## config.mk

```make
export PLATFORM = sky130hd
export DESIGN_NAME = relu_stream_act
export DESIGN_NICKNAME = d
export VERILOG_FILES = /design/src/rtl/act_pkg.sv /design/src/rtl/relu_lane_act.sv /design/src/rtl/relu_stream_act.sv
export SDC_FILE = /design/constraint.sdc
export NUM_CORES = 1
export LEC_CHECK = 0
export BUFFER_PORTS_ARGS = -buffer_cell sky130_fd_sc_hd__buf_2
export CAP_MARGIN = 10
export CORE_UTILIZATION = 60
export DETAILED_ROUTE_END_ITERATION = 12
export PLACE_DENSITY = 0.84
export SLEW_MARGIN = 20
export SYNTH_ARGS = -nofsm -noshare
export SYNTH_HDL_FRONTEND = slang
export SYNTH_HIERARCHICAL = 1
export SYNTH_SLANG_ARGS = --single-unit
```

## constraint.sdc

```tcl
create_clock -name clk -period 5.78 [get_ports clk]
set_clock_uncertainty 0.05 [all_clocks]
set_input_delay 1.734 -clock clk [delete_from_list [all_inputs] [get_ports clk]]
set_output_delay 1.734 -clock clk [all_outputs]
set_load 0.1 [all_outputs]
```

## src/rtl/act_pkg.sv

```systemverilog
// Shared definitions for the streaming activation unit: activation mode
// encodings and the lane packing helper used by the top and the bench.
package act_pkg;

  localparam logic [1:0] ACT_BYPASS = 2'd0;
  localparam logic [1:0] ACT_RELU   = 2'd1;
  localparam logic [1:0] ACT_LEAKY  = 2'd2;
  localparam logic [1:0] ACT_CLIP   = 2'd3;

  // Bit offset of a lane inside a packed beat (lane k at [k*width +: width]).
  function automatic int lane_lsb(input int lane, input int width);
    return lane * width;
  endfunction

endpackage

```

## src/rtl/relu_lane_act.sv

```systemverilog
// Combinational activation of one signed lane, with a flag marking lanes the
// activation forced to zero (feeds the per-frame sparsity statistic).
module relu_lane_act
  import act_pkg::*;
#(
  parameter int BITWIDTH   = 8,
  parameter int LEAK_SHIFT = 3
) (
  input  logic signed [BITWIDTH-1:0] x_i,
  input  logic        [1:0]          mode_i,
  input  logic signed [BITWIDTH-1:0] thr_i,
  input  logic signed [BITWIDTH-1:0] clip_i,
  output logic signed [BITWIDTH-1:0] y_o,
  output logic                       zeroed_o
);

  localparam logic signed [BITWIDTH-1:0] ZERO = {BITWIDTH{1'b0}};

  // Per-mode transfer function; a non-positive ceiling in clip mode zeroes the lane.
  always_comb begin
    y_o = x_i;
    case (mode_i)
      ACT_BYPASS: y_o = x_i;
      ACT_RELU: begin
        if (x_i <= thr_i) y_o = ZERO;
        else              y_o = x_i;
      end
      ACT_LEAKY: begin
        if (x_i < ZERO) y_o = x_i >>> LEAK_SHIFT;
        else            y_o = x_i;
      end
      ACT_CLIP: begin
        if ((x_i <= ZERO) || (clip_i <= ZERO)) y_o = ZERO;
        else if (x_i > clip_i)                 y_o = clip_i;
        else                                   y_o = x_i;
      end
      default: y_o = x_i;
    endcase
  end

  // A zero input only counts as zeroed in the modes that actively clamp at zero.
  assign zeroed_o = (y_o == ZERO) &&
                    ((x_i != ZERO) || (mode_i == ACT_RELU) || (mode_i == ACT_CLIP));

endmodule

```

## src/rtl/relu_stream_act.sv

```systemverilog
// Two-stage valid/ready activation pipeline: S1 holds the beat and its frame
// config, S2 holds the activated result; also tracks frame position and zero count.
module relu_stream_act
  import act_pkg::*;
#(
  parameter int BITWIDTH    = 8,
  parameter int LANES       = 4,
  parameter int FRAME_BEATS = 588,
  parameter int LEAK_SHIFT  = 3,
  parameter int CNT_W       = 16
) (
  input  logic                        clk,
  input  logic                        rst_n,
  input  logic        [1:0]           cfg_mode,
  input  logic signed [BITWIDTH-1:0]  cfg_thresh,
  input  logic signed [BITWIDTH-1:0]  cfg_clip,
  input  logic                        in_valid,
  output logic                        in_ready,
  input  logic [LANES*BITWIDTH-1:0]   in_data,
  output logic                        out_valid,
  input  logic                        out_ready,
  output logic [LANES*BITWIDTH-1:0]   out_data,
  output logic                        out_last,
  output logic [CNT_W-1:0]            zero_cnt,
  output logic                        zero_cnt_vld
);

  localparam int DW = LANES * BITWIDTH;
  localparam int BCW = (FRAME_BEATS > 1) ? $clog2(FRAME_BEATS) : 1;
  localparam int ZW = $clog2(LANES + 1);
  localparam logic [BCW-1:0] LAST_BEAT = BCW'(FRAME_BEATS - 1);
  localparam logic [BCW-1:0] BEAT_ZERO = {BCW{1'b0}};
  localparam logic signed [BITWIDTH-1:0] CLIP_MAX = {1'b0, {(BITWIDTH-1){1'b1}}};

  logic                       s1_v_q, s1_last_q;
  logic [DW-1:0]              s1_data_q;
  logic [1:0]                 s1_mode_q, cfg_mode_q, beat_mode_s;
  logic signed [BITWIDTH-1:0] s1_thr_q, s1_clip_q, cfg_thr_q, cfg_clip_q;
  logic signed [BITWIDTH-1:0] beat_thr_s, beat_clip_s;
  logic [BCW-1:0]             beat_cnt_q, beat_cnt_d;
  logic                       s2_v_q, out_last_q;
  logic [DW-1:0]              out_data_q, y_s;
  logic [ZW-1:0]              s2_zeros_q, beat_zeros_s;
  logic [LANES-1:0]           zeroed_s;
  logic [CNT_W-1:0]           run_cnt_q, run_cnt_d, run_sat_s, zero_cnt_q, zero_cnt_d;
  logic [CNT_W:0]             run_sum_s;
  logic                       zero_vld_q;
  logic                       s2_adv_s, s1_adv_s, in_fire_s, out_fire_s, frame_start_s;

  assign s2_adv_s      = !s2_v_q || out_ready;
  assign s1_adv_s      = !s1_v_q || s2_adv_s;
  assign in_fire_s     = in_valid && s1_adv_s;
  assign out_fire_s    = s2_v_q && out_ready;
  assign frame_start_s = (beat_cnt_q == BEAT_ZERO);

  assign in_ready     = s1_adv_s;
  assign out_valid    = s2_v_q;
  assign out_data     = out_data_q;
  assign out_last     = out_last_q;
  assign zero_cnt     = zero_cnt_q;
  assign zero_cnt_vld = zero_vld_q;

  // The first beat of a frame uses the live cfg; later beats reuse the latched copy.
  always_comb begin
    if (frame_start_s) begin
      beat_mode_s = cfg_mode;
      beat_thr_s  = cfg_thresh;
      beat_clip_s = cfg_clip;
    end else begin
      beat_mode_s = cfg_mode_q;
      beat_thr_s  = cfg_thr_q;
      beat_clip_s = cfg_clip_q;
    end
  end

  // Frame position and sparsity accumulator next-state.
  always_comb begin
    beat_cnt_d = beat_cnt_q;
    if (in_fire_s) begin
      if (beat_cnt_q == LAST_BEAT) beat_cnt_d = BEAT_ZERO;
      else                         beat_cnt_d = beat_cnt_q + BCW'(1);
    end else begin
      beat_cnt_d = beat_cnt_q;
    end
    run_sum_s = {1'b0, run_cnt_q} + (CNT_W+1)'(s2_zeros_q);
    if (run_sum_s[CNT_W]) run_sat_s = {CNT_W{1'b1}};
    else                  run_sat_s = run_sum_s[CNT_W-1:0];
    run_cnt_d  = run_cnt_q;
    zero_cnt_d = zero_cnt_q;
    if (out_fire_s) begin
      if (out_last_q) begin
        run_cnt_d  = {CNT_W{1'b0}};
        zero_cnt_d = run_sat_s;
      end else begin
        run_cnt_d  = run_sat_s;
      end
    end else begin
      run_cnt_d = run_cnt_q;
    end
  end

  for (genvar k = 0; k < LANES; k++) begin : g_lane
    relu_lane_act #(
      .BITWIDTH   (BITWIDTH),
      .LEAK_SHIFT (LEAK_SHIFT)
    ) u_lane (
      .x_i      (s1_data_q[lane_lsb(k, BITWIDTH) +: BITWIDTH]),
      .mode_i   (s1_mode_q),
      .thr_i    (s1_thr_q),
      .clip_i   (s1_clip_q),
      .y_o      (y_s[lane_lsb(k, BITWIDTH) +: BITWIDTH]),
      .zeroed_o (zeroed_s[k])
    );
  end

  // Number of zeroed lanes in the beat currently in S1.
  always_comb begin
    beat_zeros_s = {ZW{1'b0}};
    for (int k = 0; k < LANES; k++) begin
      beat_zeros_s = beat_zeros_s + ZW'(zeroed_s[k]);
    end
  end

  // S1 stage, frame cfg latch and beat counter.
  always_ff @(posedge clk or negedge rst_n) begin
    if (!rst_n) begin
      s1_v_q     <= 1'b0;
      s1_data_q  <= {DW{1'b0}};
      s1_last_q  <= 1'b0;
      s1_mode_q  <= ACT_RELU;
      s1_thr_q   <= {BITWIDTH{1'b0}};
      s1_clip_q  <= CLIP_MAX;
      cfg_mode_q <= ACT_RELU;
      cfg_thr_q  <= {BITWIDTH{1'b0}};
      cfg_clip_q <= CLIP_MAX;
      beat_cnt_q <= BEAT_ZERO;
    end else begin
      beat_cnt_q <= beat_cnt_d;
      if (s1_adv_s) begin
        s1_v_q <= in_valid;
        if (in_valid) begin
          s1_data_q <= in_data;
          s1_last_q <= (beat_cnt_q == LAST_BEAT);
          s1_mode_q <= beat_mode_s;
          s1_thr_q  <= beat_thr_s;
          s1_clip_q <= beat_clip_s;
        end
      end
      if (in_fire_s && frame_start_s) begin
        cfg_mode_q <= cfg_mode;
        cfg_thr_q  <= cfg_thresh;
        cfg_clip_q <= cfg_clip;
      end
    end
  end

  // S2 stage and zero-count statistic.
  always_ff @(posedge clk or negedge rst_n) begin
    if (!rst_n) begin
      s2_v_q     <= 1'b0;
      out_data_q <= {DW{1'b0}};
      out_last_q <= 1'b0;
      s2_zeros_q <= {ZW{1'b0}};
      run_cnt_q  <= {CNT_W{1'b0}};
      zero_cnt_q <= {CNT_W{1'b0}};
      zero_vld_q <= 1'b0;
    end else begin
      if (s2_adv_s) begin
        s2_v_q <= s1_v_q;
        if (s1_v_q) begin
          out_data_q <= y_s;
          out_last_q <= s1_last_q;
          s2_zeros_q <= beat_zeros_s;
        end
      end
      run_cnt_q  <= run_cnt_d;
      zero_cnt_q <= zero_cnt_d;
      zero_vld_q <= out_fire_s && out_last_q;
    end
  end

endmodule

```

==> results of run 1 <==
## cells in the final DEF, fill, tap and decap left out, types with 6 or more instances in the layout
cell / instances
inv_6: 7
dfstp_2: 16
nor2_1: 65
a211oi_1: 6
a21o_1: 26
nand2b_1: 9
nand2_1: 149
o21ai_0: 36
mux2_2: 36
a21boi_0: 8
and3_1: 30
o21ai_1: 8
buf_2: 104
o21a_1: 14
nor3_1: 18
a31oi_1: 18
o22ai_1: 9
o31ai_1: 8
nand4_1: 19
clkbuf_16: 17
xnor2_1: 12
a32oi_1: 8
inv_1: 99
dfrtp_1: 134
nor4_1: 8
a221o_1: 26
ha_1: 71
a21oi_1: 58
nand3_1: 29
and4_1: 11
## power breakdown
part	switching, uW	internal (uW)
Sequential	450	1380
Clock	488	625
Combinational	2110	930
## tightest hold or removal path: stages, from the launching register on
cell,delay (ns)
dfrtp_1,0.34
nand2_1,0.05
o21ai_0,0.06
## per-layer routing
metal | track usage (%) | vias to the layer above | routed length, um
li1 | - | 4095 | -
met1 | 40.72 | 4173 | 10730
met2 | 47.00 | 409 | 10840
met3 | 5.207 | 68 | 1792
met4 | 12.93 | 0 | 708
met5 | 0 | - | 0
## cell families after synthesis
family / share of synthesized area, %
fa+ha+maj: 9.445
mux: 4.990
xor+xnor: 1.515
buf+inv: 6.415
simple gates: 20.01
compound gates: 19.23
flops: 38.39
## state kept, by name (all words and copies together), names as in the netlist, 2 cells and up
signal and count:
s1_clip_q 8, run_cnt_q 16, s1_thr_q 8, s1_data_q 32
s1_mode_q 2, cfg_mode_q 2, zero_cnt 16, cfg_thr_q 8
cfg_clip_q 8, s2_zeros_q 3, out_data 32, beat_cnt_q 10
## area by class of cell
cell class	count	area [um2]	area share, %
Clock buffer	18	439.2	3.990
Clock inverter	14	150.1	1.364
Inverter	99	371.6	3.377
Multi-Input combinational cell	794	5431	49.35
Sequential cell	150	3774	34.29
Tap cell	216	270.3	2.456
Timing Repair Buffer	110	569.3	5.173
## Yosys cell counts, types with 26 or more instances
master	instances
a21oi_1	58
clkbuf_1	28
a21o_1	26
nand3_1	29
o21ai_0	36
nand2_1	149
ha_1	71
nor2_1	65
inv_1	99
and3_1	30
dfrtp_1	134
mux2_2	36
a221o_1	26
## metrics by stage
step	hold slack (ns)	power (uW)	instance area, um2	worst slack, ns	cells
finish	0.4265	5982	11010	1.234	1401
CTS	0.4310	5961	11000	1.293	1401
global placement	0.4093	4746	10410	1.487	1369
detailed placement	0.4163	4823	10410	1.353	1369
global route	0.4486	6343	11010	1.060	1401
floorplan	0.4006	4211	9829	1.386	1094
## worst max path at each step
stage	slack, ns	cells past startpoint	endpoint	startpoint
2_1_floorplan	1.39	1	in_ready	out_ready
3_3_place_gp	1.49	16	s2_zeros_q[1]	s1_clip_q[4]
3_5_place_dp	1.35	16	s2_zeros_q[1]	s1_clip_q[4]
4_1_cts	1.29	16	s2_zeros_q[1]	s1_clip_q[4]
5_1_grt	1.06	16	s2_zeros_q[1]	s1_clip_q[4]
6_report	1.23	16	s2_zeros_q[1]	s1_clip_q[4]
==> metrics, run 1 <==
status completed; CTS tree done; CTS Buf Count 17; Synth async-reset ratio 100.0%; Die H 130.0 um; Layout area overhead 11.97%; CP Buf/Inv Count 3; HP Class reg -> reg; Unique masters post-synth 67; gr ovfl total 0; TNS Setup 0 ns; Area contributors post-synth dfrtp_1, ha_1, nand2_1, dfstp_2, mux2_2; CTS clk-pin slew, worst paths 0.06 ns; CP arrival 4.81 ns; largest net degree at the start of global routing 85; Remaining DRCs 0; cell count after synthesis 1094; Hold-fix buffers, CTS 0; n_diodes 0; max_cap viols 0; area leader, netlist dfrtp_1; 1st-pass router iterations 5; Top delay family on crit path adder cells; vias in the first global route 8189; fin util 69.03%; Reg-to-Reg End s2_zeros_q[1]; WS Path Type reg -> reg; Mapped Avg Cell Area 8.985 um2; initial antenna violation count 0; YS warnings 6; mapped cell area 9829 um2; startpoint types flop; EDFF count, synth 0; drt initial violations 725; CTS Sinks 150; floorplan row count 46; layout cells sized above 1 19.83%; Die ar. 16900 um2; per-cell routed wire length 17.18 um; CTS H-tree lvls 4; FF-to-FF path depth 16; Worst Path Max Fanout 17; GR Util All Layers 29.89%; Fin. Hold Viols 0; Setup Buffers After CTS 0; R2R Setup Slk 1.23 ns; post-synthesis sequential area ratio 38.39%; CORE AREA 15940 um2; hold depth 2; ANT nets after route 0; Via Count 8745; Slew HR 31.14%; Final Cycle Share 78.66%; fillers 1213; Finish-stage setup viols 0; Synth Flop Type dfrtp_1; Crit. End Element flop; hold path endpoint zero_cnt[2]; Final nets 1299; Die W 130.0 um; power per cell area 543.6 nW/um2; Slowest cell on crit path dfstp_2; IO buf count 105; hold path start zero_cnt[2]; Yosys top cell area share 34.11%; measured slew at the worst slew-check pin 1.025 ns; global-route wire length before repair 39530 um; Syn Nets 1221; critical path cell sequence inv_1, ha_1, and4_1, o2111ai_1, a31oi_2, nand2_2, mux2_1, a221o_1, nor3_1, and4_1, inv_1, fa_1, inv_1, ha_1, ha_1, mux2_2; count of final max-slew check failures 0; slowest stage delay, CP 0.74 ns; Seq cells post-synth 150; DR vias/cell 6.242; WP data required 6.05 ns; post-cts sizing count 0; Post-DP HPWL 16110 um; Placer Congestion 0.8981; worst-skew pair later-pin latency 0.43 ns; RSZ-0062 raised after global routing no; WL final 24070 um; CTS Root Cell clkbuf_16; Starting Density 61.65%; final critical-path required period 4.546 ns; Peak VDD IR 0.4482 mV; # IOs 106; R2R Path Start s1_clip_q[4]; Fmax achieved 220.0 MHz; Max Root-Sink Buffers 2; leakage power 0.005427 uW
(Power assumes the default switching activity.)
==> run 2, diff against run 1 <==
clock period = 4.6 ns   (was 5.78 ns; I/O delays follow)
==> run 2 against run 1 <==
Against the previous run: global-route usage is 1.1 points higher; sequential power rose by 22%; sequential cell count stayed put; critical endpoint unchanged; combinational power is 31% higher; register-to-register slack lost 1.1 ns; cell count increased by 1.5%; largest cell class unchanged; first-iteration DRC count is 0.97% higher; cell area is 1.1% higher; worst hold slack better by 0.0035 ns; clock-buffer cell count increased by 1.
==> metrics, run 2 (synthesized netlist as in run 1, its figures left out) <==
Finish-stage setup viols 0 (unchanged); Top delay family on crit path adder cells; DR vias/cell 6.141 (-1.6%); global-route wire length before repair 40780 um (+3.2%); Die ar. 16900 um2 (unchanged); GR Util All Layers 31.03% (+1.1 points); CTS Sinks 150 (unchanged); n_diodes 0 (unchanged); Comb power frac 53.0% (+2.2 points); Crit. End Element flop; Slowest cell on crit path dfstp_2; Layout area overhead 13.23%; WS Path Type reg -> reg; status completed; startpoint types flop; FF-to-FF path depth 16 (unchanged); leakage power 0.005511 uW (+1.5%); Hold-fix buffers, CTS 0 (unchanged); CP arrival 4.69 ns (-0.12 ns); Fmax achieved 226.1 MHz (+2.8%); fillers 1276 (+5.2%); final critical-path required period 4.423 ns (-0.1238 ns); hold path start cfg_thr_q[7]; CP Buf/Inv Count 3 (unchanged); Sw Share 51.08% (+0.20 points); Worst Path Max Fanout 9 (-8); Via Count 8732 (-0.15%); Slew HR 34.31% (+3.2 points); HP Class reg -> reg; CTS clk-pin slew, worst paths 0.06 ns (about the same); CTS Buf Count 17 (unchanged); count of final max-slew check failures 0 (unchanged); Seq pwr share 29.7% (-1.0 points); WL final 24930 um (+3.6%); Post-Place Setup Slack 0.2021 ns (-1.151 ns); Peak VDD IR 0.5539 mV (+24%); max_cap viols 0 (unchanged); measured slew at the worst slew-check pin 0.9780 ns (-0.04712 ns); Setup Buffers After CTS 0 (unchanged); worst hold margin 0.4299 ns (+0.003478 ns); gr ovfl total 0 (unchanged); Die W 130.0 um (unchanged); drt initial violations 732 (+0.97%); Die H 130.0 um (unchanged); Clock power frac 17.3% (-1.3 points); layout cells sized above 1 21.06% (+1.2 points); CTS tree done; Final nets 1320 (+1.6%); R2R Setup Slk 0.18 ns (-1.06 ns); Reg-to-Reg End s2_zeros_q[1]; worst-skew pair later-pin latency 0.43 ns (about the same); CORE AREA 15940 um2 (unchanged); power per cell area 675.5 nW/um2 (+24%); most frequent cells in the layout nand2_1, dfrtp_1, buf_2; initial antenna violation count 0 (unchanged); commonest non-fill, non-tap cell in the layout nand2_1; slowest stage delay, CP 0.64 ns (-0.10 ns); R2R Path Start s1_clip_q[5]; IO buf count 105 (unchanged); ANT nets after route 0 (unchanged); CTS Root Cell clkbuf_16; # IOs 106 (unchanged); post-cts sizing count 0 (unchanged); Fin. Hold Viols 0 (unchanged); Remaining DRCs 0 (unchanged); per-cell routed wire length 17.53 um (+2.0%); largest net degree at the start of global routing 81 (-4.7%); vias in the first global route 8264 (+0.92%); Post-DP HPWL 17400 um (+8.0%); CTS H-tree lvls 4 (unchanged); 1st-pass router iterations 6 (+1); Final Cycle Share 96.14% (+17 points); floorplan row count 46 (unchanged); total power 7517 uW (+26%); Starting Density 61.65% (unchanged); crit path launch s1_clip_q[5]; critical path cell sequence inv_1, ha_1, and4_1, o2111ai_1, a31oi_2, nand2_2, mux2_1, a221o_1, nor3_1, and4_1, inv_1, fa_1, inv_1, ha_1, ha_1, mux2_2; TNS Setup 0 ns (unchanged); Max Root-Sink Buffers 2 (unchanged); WP data required 4.87 ns (-1.18 ns); Placer Congestion 0.9266 (+3.2%); P_int 3678 uW (+25%); CP Capture Point s2_zeros_q[1]; P_sw 3840 uW (+26%); final setup margin 0.1775 ns (-1.056 ns); Crit path depth 16 (unchanged)
==> run 2: layer usage <==
layer	vias to the layer above	GRT usage, %	wire (um)
met5	-	0	0
met1	4236	42.69	11170
met3	49	5.248	1475
met4	0	11.15	585
met2	321	49.45	11700
li1	4126	-	-
==> run 2: how the worst min path moves through the flow <==
stage,to,cells past startpoint
2_1_floorplan,cfg_clip_q[7],1
3_3_place_gp,cfg_clip_q[7],1
3_5_place_dp,cfg_thr_q[1],1
4_1_cts,cfg_thr_q[7],1
5_1_grt,cfg_thr_q[0],1
6_report,cfg_thr_q[7],1
==> run 2: area by class of cell <==
class                           count  area (um2)  share of cell area, %
Clock buffer                       19       432.9                  3.890
Inverter                           99       371.6                  3.339
Timing Repair Buffer              131       739.5                  6.644
Tap cell                          216       270.3                  2.428
Multi-Input combinational cell    794        5426                  48.76
Sequential cell                   150        3774                  33.91
Clock inverter                     13       115.1                  1.034
==> run 2: power by group through the flow <==
stage / combinational [uW] / clock (uW) / sequential (uW)
after CTS: 3920 / 1320 / 2220
after global placement: 3790 / 0 / 2230
after global routing: 4320 / 1380 / 2280
after floorplan: 1900 / 0 / 3390
after detailed placement: 3900 / 0 / 2250
final: 3980 / 1300 / 2230
==> run 2: metrics by stage <==
step	utilization [%]	instances	area, um2
3_3_place_gp	66.14	1385	10540
5_1_grt	69.81	1422	11130
2_1_floorplan	-	1094	9829
3_5_place_dp	66.14	1385	10540
6_report	69.81	1422	11130
4_1_cts	69.57	1417	11090
==> run 2: worst reg2reg max path: stages, from the launching register on <==
cell and delay (ns):
dfstp_2 0.64, inv_1 0.07, ha_1 0.29, and4_1 0.25, o2111ai_1 0.16, a31oi_2 0.25, nand2_2 0.13, mux2_1 0.32
a221o_1 0.35, nor3_1 0.20, and4_1 0.27, inv_1 0.11, fa_1 0.49, inv_1 0.04, ha_1 0.17, ha_1 0.26
mux2_2 0.25
